File: src/rtl/sevenseg_capture.sv
// Seven-segment bus receiver: settles, decodes and rebuilds an 8-digit frame.
// Optional error counter output enabled by SEVENSEG_CAPTURE_ERRCNT_EN.
module sevenseg_capture #(
    parameter int SYNC_STAGES   = 2,
    parameter int SETTLE_CYCLES = 4
) (
    input  logic       clk,
    input  logic       rst,
    input  logic [7:0] an,
    input  logic       a,
    input  logic       b,
    input  logic       c,
    input  logic       d,
    input  logic       e,
    input  logic       f,
    input  logic       g,
    output logic [3:0] dig0,
    output logic [3:0] dig1,
    output logic [3:0] dig2,
    output logic [3:0] dig3,
    output logic [3:0] dig4,
    output logic [3:0] dig5,
    output logic [3:0] dig6,
    output logic [3:0] dig7,
    output logic       frame_valid,
    output logic       an_err,
    output logic       seg_err
`ifdef SEVENSEG_CAPTURE_ERRCNT_EN
    ,
    output logic [7:0] err_count
`endif
);

    localparam logic [7:0] SETTLE_N = 8'(SETTLE_CYCLES);

    typedef enum logic [1:0] {IDLE, SETTLE, HOLD} state_t;

    logic [14:0] sync_q [SYNC_STAGES];
    logic [14:0] s;
    logic [14:0] p_q;
    state_t      state_q;
    logic [7:0]  cnt_q;
    logic [7:0]  cnt_nxt;
    logic [3:0]  stage_q [8];
    logic [3:0]  dig_q [8];
    logic [7:0]  seen_q;
    logic [7:0]  seen_d;
    logic        fv_q;
    logic        an_err_q;
    logic        seg_err_q;

    logic        changed;
    logic        cap;
    logic [7:0]  an_s;
    logic [6:0]  lit;
    logic        blank;
    logic        one_low;
    logic [2:0]  idx;
    logic        dec_ok;
    logic [3:0]  dec_val;
    logic        wr;
    logic        done;
    logic        an_err_d;
    logic        seg_err_d;

    always_ff @(posedge clk or negedge rst) begin
        if (!rst) begin
            for (int i = 0; i < SYNC_STAGES; i++) sync_q[i] <= '1;
        end else begin
            sync_q[0] <= {an, a, b, c, d, e, f, g};
            for (int i = 1; i < SYNC_STAGES; i++) sync_q[i] <= sync_q[i-1];
        end
    end

    assign s       = sync_q[SYNC_STAGES-1];
    assign an_s    = s[14:7];
    assign lit     = ~s[6:0];
    assign changed = (s != p_q);
    assign cnt_nxt = cnt_q + 8'd1;
    assign cap     = (state_q == SETTLE) && !changed && (cnt_nxt >= SETTLE_N);
    assign blank   = &an_s;
    assign one_low = $onehot(~an_s);
    assign done    = (seen_q == 8'hFF);

    always_comb begin
        idx = 3'd0;
        for (int i = 0; i < 8; i++) begin
            if (!an_s[i]) idx = 3'(i);
        end
    end

    // lit bit order is {a,b,c,d,e,f,g}
    always_comb begin
        dec_ok  = 1'b1;
        dec_val = 4'h0;
        case (lit)
            7'h7E: dec_val = 4'h0;
            7'h30: dec_val = 4'h1;
            7'h6D: dec_val = 4'h2;
            7'h79: dec_val = 4'h3;
            7'h33: dec_val = 4'h4;
            7'h5B: dec_val = 4'h5;
            7'h5F: dec_val = 4'h6;
            7'h70: dec_val = 4'h7;
            7'h7F: dec_val = 4'h8;
            7'h7B: dec_val = 4'h9;
            7'h77: dec_val = 4'hA;
            7'h1F: dec_val = 4'hB;
            7'h4E: dec_val = 4'hC;
            7'h3D: dec_val = 4'hD;
            7'h4F: dec_val = 4'hE;
            7'h47: dec_val = 4'hF;
            default: dec_ok = 1'b0;
        endcase
    end

    assign wr        = cap && one_low && dec_ok;
    assign an_err_d  = cap && !blank && !one_low;
    assign seg_err_d = cap && one_low && !dec_ok;

    always_comb begin
        seen_d = done ? 8'h00 : seen_q;
        if (wr) seen_d[idx] = 1'b1;
    end

    always_ff @(posedge clk or negedge rst) begin
        if (!rst) begin
            state_q <= IDLE;
            cnt_q   <= 8'd0;
            p_q     <= '1;
        end else begin
            p_q <= s;
            case (state_q)
                IDLE: begin
                    if (changed) begin
                        state_q <= SETTLE;
                        cnt_q   <= 8'd1;
                    end
                end
                SETTLE: begin
                    if (changed) begin
                        cnt_q <= 8'd1;
                    end else begin
                        cnt_q <= cnt_nxt;
                        if (cap) state_q <= HOLD;
                    end
                end
                HOLD: begin
                    if (changed) begin
                        state_q <= SETTLE;
                        cnt_q   <= 8'd1;
                    end
                end
                default: state_q <= IDLE;
            endcase
        end
    end

    always_ff @(posedge clk or negedge rst) begin
        if (!rst) begin
            for (int i = 0; i < 8; i++) begin
                stage_q[i] <= 4'h0;
                dig_q[i]   <= 4'h0;
            end
            seen_q    <= 8'h00;
            fv_q      <= 1'b0;
            an_err_q  <= 1'b0;
            seg_err_q <= 1'b0;
        end else begin
            seen_q    <= seen_d;
            fv_q      <= done;
            an_err_q  <= an_err_d;
            seg_err_q <= seg_err_d;
            if (done) begin
                for (int i = 0; i < 8; i++) dig_q[i] <= stage_q[i];
            end
            if (wr) stage_q[idx] <= dec_val;
        end
    end

`ifdef SEVENSEG_CAPTURE_ERRCNT_EN
    logic [7:0] err_cnt_q;
    logic       frame_err_q;

    // Errors and frame completion come from captures at least two cycles apart.
    always_ff @(posedge clk or negedge rst) begin
        if (!rst) begin
            err_cnt_q   <= 8'd0;
            frame_err_q <= 1'b0;
        end else if (an_err_d || seg_err_d) begin
            if (err_cnt_q != 8'hFF) err_cnt_q <= err_cnt_q + 8'd1;
            frame_err_q <= 1'b1;
        end else if (done) begin
            if (!frame_err_q) err_cnt_q <= 8'd0;
            frame_err_q <= 1'b0;
        end
    end

    assign err_count = err_cnt_q;
`endif

    assign dig0        = dig_q[0];
    assign dig1        = dig_q[1];
    assign dig2        = dig_q[2];
    assign dig3        = dig_q[3];
    assign dig4        = dig_q[4];
    assign dig5        = dig_q[5];
    assign dig6        = dig_q[6];
    assign dig7        = dig_q[7];
    assign frame_valid = fv_q;
    assign an_err      = an_err_q;
    assign seg_err     = seg_err_q;

endmodule

File: config.mk
export PLATFORM = sky130hd
export DESIGN_NAME = sevenseg_capture
export DESIGN_NICKNAME = d
export VERILOG_FILES = /design/src/rtl/sevenseg_capture.sv
export SDC_FILE = /design/constraint.sdc
export NUM_CORES = 1
export LEC_CHECK = 0
export ABC_CLOCK_PERIOD_IN_PS = 8050
export BUFFER_PORTS_ARGS = -buffer_cell sky130_fd_sc_hd__buf_2
export CAP_MARGIN = 20
export CORE_ASPECT_RATIO = 0.9
export CORE_UTILIZATION = 63
export CTS_CLUSTER_DIAMETER = 40
export CTS_CLUSTER_SIZE = 20
export DETAILED_ROUTE_END_ITERATION = 16
export GPL_TIMING_DRIVEN = 0
export PLACE_DENSITY = 0.8
export SETUP_SLACK_MARGIN = 0.1
export SYNTH_ARGS = -nofsm -noshare
export SYNTH_HDL_FRONTEND = slang
export SYNTH_SLANG_ARGS = --single-unit
export TNS_END_PERCENT = 100
File: constraint.sdc
create_clock -name clk -period 8.05 [get_ports clk]
set_input_delay 0.4025 -clock clk [delete_from_list [all_inputs] [get_ports clk]]
set_output_delay 0.4025 -clock clk [all_outputs]
set_load 0.03 [all_outputs]
==> flow_results.xml, run 1 <==
<?xml version="1.0" encoding="UTF-8"?>
<metrics>
  <group name="sta">
    <metric name="timing.final.crit_share" unit="%">57.6</metric>
    <metric name="max_freq" unit="MHz">216</metric>
    <metric name="worst-slew-pin-transition" unit="ns">1.01</metric>
    <metric name="rsz_0062_raised_after_global_routing" unit="">no</metric>
    <metric name="final_number_of_setup_violating_endpoints" unit="">0</metric>
    <metric name="finalMaxSlewViolations" unit="">0</metric>
    <metric name="timing.final.crit_period" unit="ns">4.63</metric>
    <metric name="timing.final.hold_violations" unit="">0</metric>
    <metric name="maxSlewHeadroom" unit="%">32.2</metric>
    <metric name="totalNegativeSetupSlack" unit="ns">0</metric>
    <metric name="finalWorstSetupSlack" unit="ns">3.42</metric>
    <metric name="fin_skew" unit="ns">0.0106</metric>
  </group>
  <group name="synthesis">
    <metric name="mappedNetlistNets" unit="">491</metric>
    <metric name="netlist.top_cell.by_area" unit="">sky130_fd_sc_hd__dfrtp_1</metric>
    <metric name="async_reset_ff_share" unit="%">100</metric>
    <metric name="avgSynthCellArea" unit="sq um">11.8</metric>
    <metric name="synth_sequential_area_ratio" unit="%">60.2</metric>
    <metric name="synth.distinct_cells" unit="">58</metric>
    <metric name="post_synth_inst_count" unit="">465</metric>
    <metric name="synth.ff_latch_count" unit="">130</metric>
    <metric name="synthTopCellsByArea" unit="">sky130_fd_sc_hd__dfrtp_1 (39%), sky130_fd_sc_hd__dfstp_2 (21%), sky130_fd_sc_hd__nand2_1 (8.1%)</metric>
    <metric name="synth.top_cell.area_share" unit="%">38.7</metric>
    <metric name="synth_enable_flop_cells" unit="">0</metric>
    <metric name="synthesis.yosys.warnings" unit="">0</metric>
    <metric name="synth_flop_cell" unit="">sky130_fd_sc_hd__dfrtp_1</metric>
    <metric name="syn_area" unit="sq mm">0.00550</metric>
  </group>
  <group name="cts">
    <metric name="worst_setup_hold_path_clk_slew" unit="ns">0.06</metric>
    <metric name="cts.path.max_buffers" unit="">2</metric>
    <metric name="hold_bufs_at_cts" unit="">16</metric>
    <metric name="cts_setup_buffers" unit="">0</metric>
    <metric name="insertion_delay" unit="ns">0.53</metric>
    <metric name="cts_buffer_count" unit="">17</metric>
    <metric name="clock_tree_from_tritoncts" unit="">built</metric>
    <metric name="post_cts_resized" unit="">0</metric>
    <metric name="number_of_h_tree_levels" unit="">4</metric>
    <metric name="clock_sinks" unit="">130</metric>
    <metric name="cts_root_buffer" unit="">sky130_fd_sc_hd__clkbuf_8</metric>
  </group>
  <group name="drt">
    <metric name="finalWirelength" unit="um">11200</metric>
    <metric name="routed_via_density" unit="">5.61</metric>
    <metric name="route.detailed.wl_per_inst" unit="um">16.5</metric>
    <metric name="detail-route-antenna-nets" unit="">0</metric>
    <metric name="drtIter0Drc" unit="">304</metric>
    <metric name="via_count" unit="">3814</metric>
    <metric name="dr.pass1.iters" unit="">5</metric>
    <metric name="post-route-drc-count" unit="">0</metric>
  </group>
  <group name="worst_setup_path">
    <metric name="crit_required" unit="ns">8.46</metric>
    <metric name="cell_family_contributing_the_most_delay_on_the_critical_path" unit="">adder cells</metric>
    <metric name="critPathMaxFanout" unit="">8</metric>
    <metric name="critical_path.endpoint_type" unit="">register</metric>
    <metric name="cp-start-kind" unit="">register</metric>
    <metric name="crit_path_cell_trace" unit="">fa_1, inv_1, fa_1, fa_1, ha_1, inv_1, fa_1, a211oi_1, mux2i_1, nor2_1, o211ai_2, or4_1, buf_6, mux2_4</metric>
    <metric name="max_stage_delay" unit="ns">0.62</metric>
    <metric name="cp_data_arrival_time" unit="ns">5.04</metric>
    <metric name="standard_cell_with_the_maximum_stage_delay_on_the_critical_path" unit="">sky130_fd_sc_hd__dfstp_2</metric>
    <metric name="cp_num_cells" unit="">14</metric>
    <metric name="timing_worst_setup_path_type" unit="">reg2reg</metric>
    <metric name="path_common_cell" unit="">sky130_fd_sc_hd__fa_1</metric>
    <metric name="timing.critical_path.buf_inv" unit="">3</metric>
    <metric name="worst_r2r_path_depth" unit="">14</metric>
  </group>
  <group name="power_and_ir_drop">
    <metric name="power.density" unit="mW/mm^2">218</metric>
    <metric name="max-vdd-ir-drop" unit="V">0.000197</metric>
    <metric name="cellLeakagePower" unit="nW">3.37</metric>
  </group>
  <group name="floorplan">
    <metric name="floorplan.initialDensity" unit="%">66.6</metric>
    <metric name="dieArea" unit="sq mm">0.00911</metric>
    <metric name="ioPinCount" unit="">52</metric>
    <metric name="row_count" unit="">31</metric>
    <metric name="core_area" unit="sq mm">0.00826</metric>
    <metric name="fp.dieH" unit="um">90.6</metric>
    <metric name="die_x" unit="um">100</metric>
  </group>
  <group name="grt">
    <metric name="gr_ovfl_total" unit="">0</metric>
    <metric name="grt_usage" unit="%">27.6</metric>
    <metric name="grt_antenna_before_repair" unit="">0</metric>
    <metric name="first_pass_grt_wire_length" unit="um">18700</metric>
    <metric name="grt_max_degree" unit="">71</metric>
    <metric name="vias_in_the_first_global_route" unit="">3883</metric>
  </group>
  <group name="placement">
    <metric name="place_congestion" unit="">0.846</metric>
    <metric name="placement.setup.worst_slack" unit="ns">3.47</metric>
    <metric name="dp_hpwl" unit="um">7220</metric>
    <metric name="port_buffers" unit="">51</metric>
    <metric name="post_place_cell_area" unit="sq mm">0.00593</metric>
  </group>
  <group name="final_layout">
    <metric name="final_core_utilization" unit="%">80.3</metric>
    <metric name="final_net_count" unit="">578</metric>
    <metric name="drive_gt1_share" unit="%">32.2</metric>
    <metric name="filler_cell_count" unit="">480</metric>
    <metric name="n_antenna_cell" unit="">0</metric>
    <metric name="postLayoutCellArea" unit="sq mm">0.00663</metric>
    <metric name="flow.area_growth_from_synthesis" unit="%">20.5</metric>
  </group>
  <group name="hold_path">
    <metric name="min_path_type" unit="">reg2reg</metric>
    <metric name="timing.hold.worst_path_depth" unit="">0</metric>
  </group>
  <group name="flow_run">
    <metric name="maxCapViolations" unit="">0</metric>
  </group>
  <group name="status">
    <metric name="outcome" unit="">complete, no violations</metric>
  </group>
</metrics>
==> power breakdown <==
| group | internal, mW | switching (mW) |
|---|---|---|
| registers | 0.675 | 0.00992 |
| logic | 0.0310 | 0.0448 |
| clock network | 0.409 | 0.278 |
| total | 1.12 | 0.333 |
==> placed cells by master (no fill, tap or decap), drive strengths merged, types with 5 or more instances in the layout <==
master,netlist,routed
a21oi,6,6
o21ai,17,17
ha,5,5
or4,7,7
nand4,7,7
nor3,9,9
clkbuf,13,33
dfstp,45,45
nand3,6,6
dlygate4sd3,0,16
mux2,32,32
clkinv,0,7
buf,10,62
or2,5,5
nor2,11,11
xor2,15,15
dfrtp,85,85
nor4,6,6
inv,17,18
nand2,118,118
==> metrics by stage <==
stage                     power (mW)  hold slack, ns  cells
after global routing            1.50           0.358    680
after floorplan                0.732           0.107    465
final                           1.45           0.355    680
after global placement         0.757           0.345    631
after detailed placement       0.765           0.347    632
after CTS                       1.46           0.355    680
==> Yosys cell counts (6+ instances only) <==
master                     number
sky130_fd_sc_hd__nand2_1      118
sky130_fd_sc_hd__dfrtp_1       85
sky130_fd_sc_hd__dfstp_2       45
sky130_fd_sc_hd__inv_1         17
sky130_fd_sc_hd__mux2_4        16
sky130_fd_sc_hd__o21ai_0       15
sky130_fd_sc_hd__xor2_1        15
sky130_fd_sc_hd__mux2_2        14
sky130_fd_sc_hd__clkbuf_1      11
sky130_fd_sc_hd__nor2_1        11
sky130_fd_sc_hd__nor3_1         8
sky130_fd_sc_hd__nand4_1        7
sky130_fd_sc_hd__a21oi_1        6
==> flip-flops by register name (all words and copies together) (netlist names), 2 cells and up <==
register and count:
cnt_q 8, dig5 4, dig3 4, seen_q 8
dig4 4, stage_q 32, dig1 4, dig0 4
dig6 4, state_q 2, s 15, dig2 4
sync_q 15, dig7 4, p_q 15
==> layer usage <==
layer,global-route usage (%),wire [um]
met3,7.20,569
met1,35.7,4720
met2,44.9,5720
met5,0,0
met4,10.5,212
==> cell type report <==
cell class	count	area, sq um	share of cell area, %
inverter	17	63.8	0.962
buffer	23	145	2.19
multi-input combinational	295	1980	29.9
clock inverter	12	111	1.68
clock buffer	20	425	6.42
tap	115	144	2.17
timing repair buffer	68	449	6.77
sequential	130	3310	49.9
==> worst paths after layout <==
kind,slack (ns),end,startpoint
worst max-delay path,3.42,stage_q[10]$_DFFE_PN0P_,s[10]$_DFF_PN1_
min in group asynchronous,0.40,cnt_q[6]$_DFFE_PN0P_,rst
worst max register to register,3.42,stage_q[10]$_DFFE_PN0P_,s[10]$_DFF_PN1_
worst min register to register,0.35,s[10]$_DFF_PN1_,sync_q[25]$_DFF_PN1_
worst min-delay path,0.35,s[10]$_DFF_PN1_,sync_q[25]$_DFF_PN1_
max in group asynchronous,6.95,dig6[3]$_DFFE_PN0P_,rst
==> cell families (layout without fill, tap and decap cells) <==
kind of cell,Yosys count,count (layout),synth area share [%]
buf+inv,40,140,3.80
simple gates,194,194,17.8
compound gates,41,41,4.89
mux,34,34,8.01
flops,130,130,60.2
fa+ha+maj,9,9,2.59
xor+xnor,17,17,2.71
Note: power is estimated with default switching activity, not from simulation.
==> run 2, diff against run 1 <==
ABC_AREA = 1   (was unset)
ABC_CLOCK_PERIOD_IN_PS = 4500   (was 8050)
CORE_UTILIZATION = 59   (was 63)
PLACE_DENSITY = 0.75   (was 0.8)
clock period = 4.5 ns   (was 8.05 ns; I/O delays follow)
==> flow_results.xml, run 2 <==
<?xml version="1.0" encoding="UTF-8"?>
<metrics>
  <group name="worst_setup_path">
    <metric name="timing_worst_setup_path_type" unit="">reg2reg</metric>
    <metric name="cp_num_cells" unit="">15</metric>
    <metric name="timing.critical_path.buf_inv" unit="">3</metric>
    <metric name="cell_family_contributing_the_most_delay_on_the_critical_path" unit="">adder cells</metric>
    <metric name="cp-start-kind" unit="">register</metric>
    <metric name="crit_path_start" unit="">s[10]$_DFF_PN1_</metric>
    <metric name="path_common_cell" unit="">sky130_fd_sc_hd__fa_1</metric>
    <metric name="max_stage_delay" unit="ns">0.59</metric>
    <metric name="cp_data_arrival_time" unit="ns">4.62</metric>
    <metric name="critical_path.reg2reg.startpoint" unit="">s[10]$_DFF_PN1_</metric>
    <metric name="critical_path.endpoint_type" unit="">register</metric>
    <metric name="crit_required" unit="ns">4.96</metric>
    <metric name="crit_path_cell_trace" unit="">fa_1, inv_1, fa_1, fa_1, ha_1, inv_1, fa_1, nor2_1, nand2_1, a211oi_4, nand3_4, nor2_4, buf_6, nand3_1, nand2_1</metric>
    <metric name="worst_r2r_path_depth" unit="">15</metric>
    <metric name="critPathMaxFanout" unit="">10</metric>
    <metric name="standard_cell_with_the_maximum_stage_delay_on_the_critical_path" unit="">sky130_fd_sc_hd__dfstp_2</metric>
  </group>
  <group name="floorplan">
    <metric name="die_x" unit="um">104</metric>
    <metric name="row_count" unit="">32</metric>
    <metric name="fp.dieH" unit="um">93.4</metric>
    <metric name="floorplan.initialDensity" unit="%">62.4</metric>
    <metric name="ioPinCount" unit="">52</metric>
    <metric name="dieArea" unit="sq mm">0.00967</metric>
    <metric name="core_area" unit="sq mm">0.00877</metric>
  </group>
  <group name="drt">
    <metric name="detail-route-antenna-nets" unit="">0</metric>
    <metric name="via_count" unit="">4392</metric>
    <metric name="route.detailed.wl_per_inst" unit="um">14.2</metric>
    <metric name="routed_via_density" unit="">5.32</metric>
    <metric name="post-route-drc-count" unit="">0</metric>
    <metric name="drtIter0Drc" unit="">260</metric>
    <metric name="finalWirelength" unit="um">11700</metric>
    <metric name="dr.pass1.iters" unit="">6</metric>
  </group>
  <group name="grt">
    <metric name="grt_antenna_before_repair" unit="">0</metric>
    <metric name="vias_in_the_first_global_route" unit="">4293</metric>
    <metric name="grt_max_degree" unit="">74</metric>
    <metric name="globalRouteMet1Util" unit="%">34.8</metric>
    <metric name="grt_usage" unit="%">27.0</metric>
    <metric name="busiest_layer" unit="">met2</metric>
    <metric name="met2_usage" unit="%">44.2</metric>
    <metric name="gr_ovfl_total" unit="">0</metric>
    <metric name="first_pass_grt_wire_length" unit="um">20100</metric>
    <metric name="grt_use_met3" unit="%">6.62</metric>
  </group>
  <group name="placement">
    <metric name="place_congestion" unit="">0.873</metric>
    <metric name="dp_hpwl" unit="um">7450</metric>
    <metric name="post_place_cell_area" unit="sq mm">0.00591</metric>
    <metric name="port_buffers" unit="">51</metric>
    <metric name="placement.setup.worst_slack" unit="ns">0.261</metric>
  </group>
  <group name="sta">
    <metric name="final_number_of_setup_violating_endpoints" unit="">0</metric>
    <metric name="finalMaxSlewViolations" unit="">0</metric>
    <metric name="timing.final.hold_violations" unit="">0</metric>
    <metric name="rsz_0062_raised_after_global_routing" unit="">no</metric>
    <metric name="finalWorstSetupSlack" unit="ns">0.341</metric>
    <metric name="timing.final.crit_share" unit="%">92.4</metric>
    <metric name="worst-slew-pin-transition" unit="ns">0.751</metric>
    <metric name="timing.final.crit_period" unit="ns">4.16</metric>
    <metric name="maxSlewHeadroom" unit="%">49.5</metric>
    <metric name="max_freq" unit="MHz">240</metric>
    <metric name="totalNegativeSetupSlack" unit="ns">0</metric>
    <metric name="fin_skew" unit="ns">0.0105</metric>
  </group>
  <group name="synthesis">
    <metric name="synth_enable_flop_cells" unit="">0</metric>
    <metric name="synthesis.yosys.warnings" unit="">0</metric>
    <metric name="netlist.top_cell.by_area" unit="">sky130_fd_sc_hd__dfrtp_1</metric>
    <metric name="async_reset_ff_share" unit="%">100</metric>
    <metric name="synth_flop_cell" unit="">sky130_fd_sc_hd__dfrtp_1</metric>
    <metric name="synth.top_cell.area_share" unit="%">38.9</metric>
    <metric name="syn_area" unit="sq mm">0.00547</metric>
    <metric name="synthTopCellsByArea" unit="">sky130_fd_sc_hd__dfrtp_1 (39%), sky130_fd_sc_hd__dfstp_2 (22%), sky130_fd_sc_hd__nand2_1 (17%)</metric>
    <metric name="synth_sequential_area_ratio" unit="%">60.5</metric>
    <metric name="synth.ff_latch_count" unit="">130</metric>
    <metric name="post_synth_inst_count" unit="">606</metric>
    <metric name="synth_most_common_cell" unit="">sky130_fd_sc_hd__nand2_1</metric>
    <metric name="avgSynthCellArea" unit="sq um">9.03</metric>
    <metric name="synth.top_cells.by_count" unit="">sky130_fd_sc_hd__nand2_1 (243), sky130_fd_sc_hd__dfrtp_1 (85), sky130_fd_sc_hd__inv_1 (51), sky130_fd_sc_hd__nand3_1 (51), sky130_fd_sc_hd__dfstp_2 (45)</metric>
    <metric name="synth.distinct_cells" unit="">32</metric>
    <metric name="mappedNetlistNets" unit="">632</metric>
  </group>
  <group name="cts">
    <metric name="worst_setup_hold_path_clk_slew" unit="ns">0.06</metric>
    <metric name="clock_tree_from_tritoncts" unit="">built</metric>
    <metric name="cts.path.max_buffers" unit="">2</metric>
    <metric name="clock_sinks" unit="">130</metric>
    <metric name="cts_root_buffer" unit="">sky130_fd_sc_hd__clkbuf_8</metric>
    <metric name="cts_buffer_count" unit="">17</metric>
    <metric name="number_of_h_tree_levels" unit="">4</metric>
    <metric name="insertion_delay" unit="ns">0.53</metric>
  </group>
  <group name="final_layout">
    <metric name="postLayoutCellArea" unit="sq mm">0.00667</metric>
    <metric name="layout_common_cells" unit="">sky130_fd_sc_hd__nand2_1 (243), sky130_fd_sc_hd__dfrtp_1 (85), sky130_fd_sc_hd__inv_1 (51), sky130_fd_sc_hd__nand3_1 (51), sky130_fd_sc_hd__buf_2 (50)</metric>
    <metric name="final_net_count" unit="">719</metric>
    <metric name="max_flop_register" unit="">stage_q</metric>
    <metric name="layout.cells.most_common" unit="">sky130_fd_sc_hd__nand2_1</metric>
    <metric name="filler_cell_count" unit="">593</metric>
    <metric name="n_antenna_cell" unit="">0</metric>
    <metric name="flow.area_growth_from_synthesis" unit="%">21.9</metric>
    <metric name="drive_gt1_share" unit="%">21.2</metric>
    <metric name="largest_reg_flops" unit="">32</metric>
  </group>
  <group name="hold_path">
    <metric name="min_path_type" unit="">in2async</metric>
  </group>
  <group name="power_and_ir_drop">
    <metric name="max-vdd-ir-drop" unit="V">0.000448</metric>
    <metric name="pwr-share-comb" unit="%">5.5</metric>
    <metric name="power.density" unit="mW/mm^2">412</metric>
    <metric name="switching_part_of_the_total" unit="%">22.9</metric>
    <metric name="p_seq_share" unit="%">44.6</metric>
    <metric name="cell_internal_pwr" unit="mW">2.12</metric>
    <metric name="clockPowerShare" unit="%">49.9</metric>
    <metric name="cellLeakagePower" unit="nW">3.54</metric>
    <metric name="power.net_switching" unit="mW">0.630</metric>
  </group>
  <group name="status">
    <metric name="outcome" unit="">complete, no violations</metric>
  </group>
  <group name="flow_run">
    <metric name="maxCapViolations" unit="">0</metric>
  </group>
</metrics>
==> run 2: power groups by stage <==
stage	Combinational [mW]	Clock, mW	Sequential, mW
5_1_grt	0.172	1.44	1.23
2_1_floorplan	0.0776	0	1.24
4_1_cts	0.144	1.38	1.22
3_5_place_dp	0.131	0	1.24
6_report	0.152	1.37	1.23
3_3_place_gp	0.121	0	1.24
==> run 2: cells by family (layout without fill, tap and decap cells) <==
logic type | count (synthesis) | count (layout) | synth area share [%]
AOI/OAI and AO/OA | 24 | 24 | 2.42
buffers and inverters | 69 | 169 | 5.14
adders and majority gates | 9 | 9 | 2.61
xor gates and xnor gates | 4 | 4 | 0.640
DFF | 130 | 130 | 60.5
and+or+nand+nor | 370 | 370 | 28.7
==> run 2: layout make-up <==
| type | count | area, sq um | share of cell area, % |
|---|---|---|---|
| Buffer | 11 | 63.8 | 0.956 |
| Clock buffer | 19 | 432 | 6.47 |
| Clock inverter | 13 | 161 | 2.42 |
| Inverter | 58 | 218 | 3.26 |
| Multi-Input combinational cell | 407 | 1890 | 28.3 |
| Sequential cell | 130 | 3310 | 49.6 |
| Tap cell | 119 | 149 | 2.23 |
| Timing Repair Buffer | 68 | 449 | 6.73 |
==> run 2: timing repair <==
item                                   4_1_cts  5_1_grt
endpoints found under the hold margin       31        0
buffers inserted                             0        0
resized for setup                            0        1
setup endpoints to repair                    0       40
hold buffers                                16        0
==> run 2: path summary, 6_finish.rpt <==
kind / end / slack [ns]
worst max-delay path: stage_q[14]$_DFFE_PN0P_ / 0.34
worst min-delay path: cnt_q[3]$_DFFE_PN0P_ / 0.22
worst max register to register: stage_q[14]$_DFFE_PN0P_ / 0.34
worst min register to register: s[3]$_DFF_PN1_ / 0.35
max in group asynchronous: stage_q[10]$_DFFE_PN0P_ / 3.57
min in group clk: sync_q[19]$_DFF_PN1_ / 0.34
==> run 2: routing by layer <==
| layer | part of all wire (%) | up-vias |
|---|---|---|
| li1 | - | 2081 |
| met1 | 44 | 2120 |
| met2 | 49 | 164 |
| met3 | 5.7 | 27 |
| met4 | 2.0 | 0 |
| met5 | 0 | - |
==> run 2: through the flow <==
stage	std cells	utilization (%)	power (mW)	hold slack (ns)
after floorplan	606	-	1.32	-0.0706
after global placement	776	67.0	1.36	0.330
after detailed placement	777	67.4	1.37	0.207
after CTS	825	76.0	2.75	0.230
after global routing	825	76.1	2.84	0.267
final	825	76.1	2.75	0.222
